**config.mk**
```make
export PLATFORM = sky130hd
export DESIGN_NAME = systolic_skew_feeder_flat
export DESIGN_NICKNAME = d
export VERILOG_FILES = /design/src/rtl/systolic_skew_feeder_if.sv /design/src/rtl/systolic_skew_feeder.sv /design/src/flat_wrapper.sv
export SDC_FILE = /design/constraint.sdc
export NUM_CORES = 1
export LEC_CHECK = 0
export BUFFER_PORTS_ARGS = -buffer_cell sky130_fd_sc_hd__buf_2
export CELL_PAD_IN_SITES_DETAIL_PLACEMENT = 1
export CELL_PAD_IN_SITES_GLOBAL_PLACEMENT = 1
export CORE_ASPECT_RATIO = 0.7
export CORE_MARGIN = 3
export CORE_UTILIZATION = 31
export CTS_CLUSTER_DIAMETER = 150
export DETAILED_ROUTE_END_ITERATION = 12
export GPL_TIMING_DRIVEN = 0
export PLACE_DENSITY_LB_ADDON = 0.08
export SETUP_SLACK_MARGIN = 0.5
export SLEW_MARGIN = 20
export SYNTH_ARGS = -nofsm -noshare
export SYNTH_HDL_FRONTEND = slang
export SYNTH_SLANG_ARGS = --single-unit
export TNS_END_PERCENT = 1
```
**constraint.sdc**
```tcl
create_clock -name clk -period 3.2 [get_ports clk]
set_input_delay 0.64 -clock clk [delete_from_list [all_inputs] [get_ports clk]]
set_output_delay 0.64 -clock clk [all_outputs]
set_load 0.02 [all_outputs]
```
**src/rtl/systolic_skew_feeder_if.sv**
```systemverilog
// systolic_skew_feeder_if: write port, run control and array-edge operand bus
// between the operand feeder and its driver.
interface systolic_skew_feeder_if #(
    parameter int N         = 4,
    parameter int REG_WIDTH = 4
);
    localparam int IW = $clog2(N);

    logic                   wr_en;
    logic                   wr_sel;
    logic [IW-1:0]          wr_row;
    logic [IW-1:0]          wr_col;
    logic [REG_WIDTH-1:0]   wr_data;
    logic                   start;
    logic                   busy;
    logic                   done;
    logic                   pe_reset;
    logic [N*REG_WIDTH-1:0] a_out;
    logic [N*REG_WIDTH-1:0] b_out;

    modport master (
        output wr_en, wr_sel, wr_row, wr_col, wr_data, start,
        input  busy, done, pe_reset, a_out, b_out
    );

    modport slave (
        input  wr_en, wr_sel, wr_row, wr_col, wr_data, start,
        output busy, done, pe_reset, a_out, b_out
    );
endinterface

```
**src/rtl/systolic_skew_feeder.sv**
```systemverilog
// systolic_skew_feeder: stores A and B, drives the skewed operand wavefront.
// Macro SKEW_FEEDER_AUTO_CLEAR_EN adds a CLEAR state pulsing pe_reset.
module systolic_skew_feeder #(
    parameter int N         = 4,
    parameter int REG_WIDTH = 4,
    parameter int CNT_WIDTH = 4
) (
    input logic                   clk,
    input logic                   reset,
    systolic_skew_feeder_if.slave bus
);
    localparam logic [CNT_WIDTH-1:0] FEED_LAST  = CNT_WIDTH'(2 * N - 2);
    localparam logic [CNT_WIDTH-1:0] DRAIN_LAST = CNT_WIDTH'(N - 2);

    typedef enum logic [2:0] {
        IDLE,
`ifdef SKEW_FEEDER_AUTO_CLEAR_EN
        CLEAR,
`endif
        FEED,
        DRAIN,
        DONE
    } state_t;

    state_t                 state;
    state_t                 state_n;
    logic [CNT_WIDTH-1:0]   cnt;
    logic [CNT_WIDTH-1:0]   cnt_n;

    logic [REG_WIDTH-1:0]   a_mem [N][N];
    logic [REG_WIDTH-1:0]   b_mem [N][N];
    logic [REG_WIDTH-1:0]   a_nx  [N][N];
    logic [REG_WIDTH-1:0]   b_nx  [N][N];

    logic [N*REG_WIDTH-1:0] a_n;
    logic [N*REG_WIDTH-1:0] b_n;
    logic [N*REG_WIDTH-1:0] a_q;
    logic [N*REG_WIDTH-1:0] b_q;
    logic                   busy_q;
    logic                   done_q;

    // Memory view after this cycle's write, so a run started alongside a write sees it
    always_comb begin
        a_nx = a_mem;
        b_nx = b_mem;
        if (state == IDLE && bus.wr_en) begin
            if (bus.wr_sel) begin
                b_nx[bus.wr_row][bus.wr_col] = bus.wr_data;
            end else begin
                a_nx[bus.wr_row][bus.wr_col] = bus.wr_data;
            end
        end
    end

    // Operand storage; cleared by reset, written only in IDLE
    always_ff @(posedge clk) begin
        if (reset) begin
            for (int i = 0; i < N; i++) begin
                for (int k = 0; k < N; k++) begin
                    a_mem[i][k] <= '0;
                    b_mem[i][k] <= '0;
                end
            end
        end else begin
            a_mem <= a_nx;
            b_mem <= b_nx;
        end
    end

    // Next state and step counter
    always_comb begin
        state_n = state;
        cnt_n   = cnt;
        unique case (state)
            IDLE: begin
                cnt_n = '0;
                if (bus.start) begin
`ifdef SKEW_FEEDER_AUTO_CLEAR_EN
                    state_n = CLEAR;
`else
                    state_n = FEED;
`endif
                end
            end
`ifdef SKEW_FEEDER_AUTO_CLEAR_EN
            CLEAR: begin
                state_n = FEED;
                cnt_n   = '0;
            end
`endif
            FEED: begin
                if (cnt == FEED_LAST) begin
                    state_n = DRAIN;
                    cnt_n   = '0;
                end else begin
                    cnt_n = cnt + 1'b1;
                end
            end
            DRAIN: begin
                if (cnt == DRAIN_LAST) begin
                    state_n = DONE;
                    cnt_n   = '0;
                end else begin
                    cnt_n = cnt + 1'b1;
                end
            end
            DONE: begin
                state_n = IDLE;
                cnt_n   = '0;
            end
            default: begin
                state_n = IDLE;
                cnt_n   = '0;
            end
        endcase
    end

    // Wavefront for the upcoming cycle: row i gets A[i][t-i], column j gets B[t-j][j]
    always_comb begin
        a_n = '0;
        b_n = '0;
        if (state_n == FEED) begin
            for (int i = 0; i < N; i++) begin
                for (int k = 0; k < N; k++) begin
                    if (int'(cnt_n) == i + k) begin
                        a_n[i*REG_WIDTH +: REG_WIDTH] = a_nx[i][k];
                        b_n[i*REG_WIDTH +: REG_WIDTH] = b_nx[k][i];
                    end
                end
            end
        end
    end

    // State, counter and registered outputs
    always_ff @(posedge clk) begin
        if (reset) begin
            state  <= IDLE;
            cnt    <= '0;
            busy_q <= 1'b0;
            done_q <= 1'b0;
            a_q    <= '0;
            b_q    <= '0;
        end else begin
            state  <= state_n;
            cnt    <= cnt_n;
            busy_q <= (state_n != IDLE);
            done_q <= (state_n == DONE);
            a_q    <= a_n;
            b_q    <= b_n;
        end
    end

`ifdef SKEW_FEEDER_AUTO_CLEAR_EN
    logic pe_reset_q;

    // One array clear per run, during CLEAR
    always_ff @(posedge clk) begin
        if (reset) begin
            pe_reset_q <= 1'b0;
        end else begin
            pe_reset_q <= (state_n == CLEAR);
        end
    end

    assign bus.pe_reset = pe_reset_q;
`else
    assign bus.pe_reset = 1'b0;
`endif

    assign bus.busy  = busy_q;
    assign bus.done  = done_q;
    assign bus.a_out = a_q;
    assign bus.b_out = b_q;
endmodule

```
**src/flat_wrapper.sv**
```systemverilog
// flat-port wrapper written by rule: the top's interface ports become plain ports
module systolic_skew_feeder_flat 
#(
    parameter int N         = 4,
    parameter int REG_WIDTH = 4,
    parameter int CNT_WIDTH = 4
)
  (clk, reset, bus_wr_en, bus_wr_sel, bus_wr_row, bus_wr_col, bus_wr_data, bus_start, bus_busy, bus_done, bus_pe_reset, bus_a_out, bus_b_out);
  systolic_skew_feeder_if #(.N(N), .REG_WIDTH(REG_WIDTH)) bus_i ();
  input logic clk;
  input logic reset;
  input wire logic [$bits(bus_i.wr_en)-1:0] bus_wr_en;
  input wire logic [$bits(bus_i.wr_sel)-1:0] bus_wr_sel;
  input wire logic [$bits(bus_i.wr_row)-1:0] bus_wr_row;
  input wire logic [$bits(bus_i.wr_col)-1:0] bus_wr_col;
  input wire logic [$bits(bus_i.wr_data)-1:0] bus_wr_data;
  input wire logic [$bits(bus_i.start)-1:0] bus_start;
  output wire logic [$bits(bus_i.busy)-1:0] bus_busy;
  output wire logic [$bits(bus_i.done)-1:0] bus_done;
  output wire logic [$bits(bus_i.pe_reset)-1:0] bus_pe_reset;
  output wire logic [$bits(bus_i.a_out)-1:0] bus_a_out;
  output wire logic [$bits(bus_i.b_out)-1:0] bus_b_out;
  assign bus_i.wr_en = bus_wr_en;
  assign bus_i.wr_sel = bus_wr_sel;
  assign bus_i.wr_row = bus_wr_row;
  assign bus_i.wr_col = bus_wr_col;
  assign bus_i.wr_data = bus_wr_data;
  assign bus_i.start = bus_start;
  assign bus_busy = bus_i.busy;
  assign bus_done = bus_i.done;
  assign bus_pe_reset = bus_i.pe_reset;
  assign bus_a_out = bus_i.a_out;
  assign bus_b_out = bus_i.b_out;
  systolic_skew_feeder #(.N(N), .REG_WIDTH(REG_WIDTH), .CNT_WIDTH(CNT_WIDTH)) u_core (.clk(clk), .reset(reset), .bus(bus_i));
endmodule
```
==> results.yml <==
status:
  status: "finished, final reports clean"
setup_path:
  cp-end-kind: "flip-flop"
  crit_required_ps: 3570
  worstSetupPathType: "reg2reg"
  cp.arrival_ps: 2960
  rrSetupSlack_ps: 610
  cp-startpoint: "u_core.cnt[0]"
  worstRegToRegCells: 11
  cp-start-kind: "flip-flop"
  rr_startpoint: "u_core.cnt[0]"
  endpoint: "u_core.bus.b_out[11]"
  r2r_end: "u_core.bus.b_out[11]"
  crit_fanout: 10
timing:
  hold_viol_final: 0
  drv_slew: 0
  rsz0062_at_grt: "false"
  period_needed_ps: 2585
  post-route-period-util: 0.8079
  fin_hold_ws_ps: 489.6
  clock.fmax_mhz: 386.8
  fin_skew_ps: 9.975
  tightest_slew_ps: 1045
  setup_viol: 0
  worst_slew_margin_rel: 0.3036
logic_synthesis:
  synth_seq_cells: 169
  synth_edf_count: 0
  async_flop_share: 0
  synth_common_cells: "dfxtp_1 (169), nor2_1 (135), mux2i_1 (129)"
  yosysMostFrequentCell: "dfxtp_1"
  yosysWarnings: 0
  synth_top_family_by_area: "multiplexers"
  synth.area.top_cells: "dfxtp_1 (48%), mux2i_1 (18%), nor2_1 (7.2%), o21a_1 (3.5%), o22ai_1 (2.8%)"
  synth_ff_type: "dfxtp_1"
  synth_top_area_cell: "dfxtp_1"
  yosys.area_share.simple: 0.1682
  avgSynthCellArea_um2: 9.805
  synth_cells: 720
  synth-compound-area-share: 0.1177
  synthAdderAreaFrac: 0.003545
  synth.top_cell.area_share: 0.4793
  ys_seq_area_frac: 0.4793
  synth_xor_area_frac: 0.003722
  synth.area.mux_share: 0.1829
  yosys.cell_types.count: 46
  synth_area_um2: 7059
global_route:
  antenna_found_initial: 0
  overflow: 0
  grt_pass1_vias: 5904
  grt_max_degree: 17
  grt_pass1_wl_um: 36490
  grtUsageTotal: 0.1973
route:
  drcViolationCount: 0
  ant_nets: 0
  vias: 5627
  routedWlPerCell_um: 21.97
  drtIter0Drc: 317
  firstDrtPassIters: 5
  wirelength_um: 24260
  via_per_inst: 5.097
place:
  dp.cells: 1072
  port-buffer-count: 45
  routabilityCongestion: 0.7955
  dpl.hpwl_um: 17250
cells_and_area:
  drive_gt1_frac: 0.1690
  n_fill_cell: 2510
  fin_cells: 1104
  nets: 801
  final_core_util: 0.3781
  antenna_cells: 0
  areaGrowthSynthToFinish_pct: 17.90
power:
  swShare: 0.2506
  p_int_mw: 3.288
  power_density_nw_per_um2: 527.1
  p_sw_mw: 1.099
  leakage_nw: 3.264
  ir_worst_vdd_mv: 0.3789
  seqPwrFrac: 0.482
  pwr-share-comb: 0.054
  clkPwrFrac: 0.464
  finalPower_mw: 4.387
clock_network:
  post_cts_buffers: 0
  numCtsBuffers: 17
  clockRootBuffer: "clkbuf_16"
  clkLatencyLatePin_ps: 440
  cts.clk_slew.worst_paths_ps: 60
  tritoncts: "yes"
  clk_path_buf_depth: 2
  htree_levels: 4
  clock-sinks: 169
min_path:
  min_path_type: "reg2reg"
floorplan:
  core_um2: 22010
  fp.dieH_um: 132.3
  start_util: 0.3207
  ioPinCount: 48
  num_rows: 45
  dieArea_um2: 24650
  fp.dieW_um: 186.4
run:
  drv_cap: 0
critical path: stages (launching register included):
cell and delay (ps):
dfxtp_1 330, buf_2 210, inv_1 70, ha_1 200, nor3b_2 180, a2bb2oi_2 200
buf_6 150, or3_1 330, buf_2 180, clkbuf_4 250, o22ai_1 250, o21a_1 170
flip-flops by register name, summed over array words and instances (netlist names):
register,cells
u_core.a_mem,64
u_core.bus.busy,1
u_core.bus.b_out,16
u_core.bus.done,1
u_core.state,3
u_core.bus.a_out,16
u_core.cnt,4
u_core.b_mem,64
per-layer routing:
| metal | GRT usage | vias up | wire length [um] |
|---|---|---|---|
| met5 | 0 | - | 0 |
| met4 | 0.06085 | 0 | 431 |
| met3 | 0.03720 | 25 | 875 |
| met2 | 0.3110 | 112 | 10840 |
| met1 | 0.2748 | 2854 | 12110 |
| li1 | - | 2636 | - |
per-stage QoR:
step | worst slack [ps] | setup TNS (ps) | cell area [um^2]
6_report | 614.6 | 0 | 8323
5_1_grt | 510.4 | 0 | 8323
4_1_cts | 478.1 | 0 | 8300
3_5_place_dp | -36.48 | -36.48 | 7696
3_3_place_gp | 72.90 | 0 | 7670
2_1_floorplan | 860.6 | 0 | 7063
worst min-delay path by stage:
stage	slack [ps]	from	to	depth (start not counted)
2_1_floorplan	450	u_core.a_mem[20]	u_core.a_mem[20]	2
3_3_place_gp	460	u_core.a_mem[23]	u_core.a_mem[23]	2
3_5_place_dp	480	u_core.b_mem[51]	u_core.b_mem[51]	2
4_1_cts	490	u_core.b_mem[51]	u_core.b_mem[51]	2
5_1_grt	520	u_core.b_mem[51]	u_core.b_mem[51]	2
6_report	490	u_core.b_mem[51]	u_core.b_mem[51]	2
kinds of logic after synthesis:
logic type      Yosys count
compound gates          136
xor+xnor                  3
fa+ha+maj                 2
buf+inv                  67
flops                   169
mux                     129
other cells               1
simple gates            213
power groups by stage:
stage	Sequential (mW)	Combinational [mW]	Clock, mW
final	2.11	0.237	2.04
after global routing	2.11	0.253	2.16
after CTS	2.11	0.237	2.08
after detailed placement	2.16	0.235	0
after global placement	2.16	0.232	0
after floorplan	2.16	0.136	0
what timing repair did:
action | CTS | global route
endpoints found under the setup margin | 32 | 27
resized for setup | 15 | 10
hold buffers | 0 | 0
cells in the final DEF (no fill, tap or decap), types with 3 or more instances in the layout:
master,n
a21oi_1,32
buf_2,52
buf_4,3
buf_6,5
clkbuf_1,38
clkbuf_16,17
clkbuf_2,3
clkbuf_4,5
clkinv_4,3
clkinvlp_4,4
dfxtp_1,169
inv_1,5
inv_6,3
mux2i_1,129
nand2_1,6
nand2b_1,4
nand3_1,6
nand3b_1,3
nand4_1,4
nor2_1,135
nor2b_1,3
nor3_2,12
nor3_4,4
nor3b_1,3
nor4_4,8
o21a_1,33
o21ai_0,22
o21ai_1,11
o22ai_1,32
or2_2,3
or3_1,9
cell type report:
type | count | area [um^2] | area share
multi-input cells | 485 | 3412 | 0.4100
flip-flops and latches | 169 | 3383 | 0.4065
clock buffers | 20 | 456.7 | 0.05487
well taps | 305 | 381.6 | 0.04585
plain buffers | 62 | 320.3 | 0.03848
repair buffers | 46 | 232.7 | 0.02796
clock inverters | 12 | 117.6 | 0.01413
inverters | 5 | 18.77 | 0.002255
No activity file was read; power rests on OpenSTA's default activity.
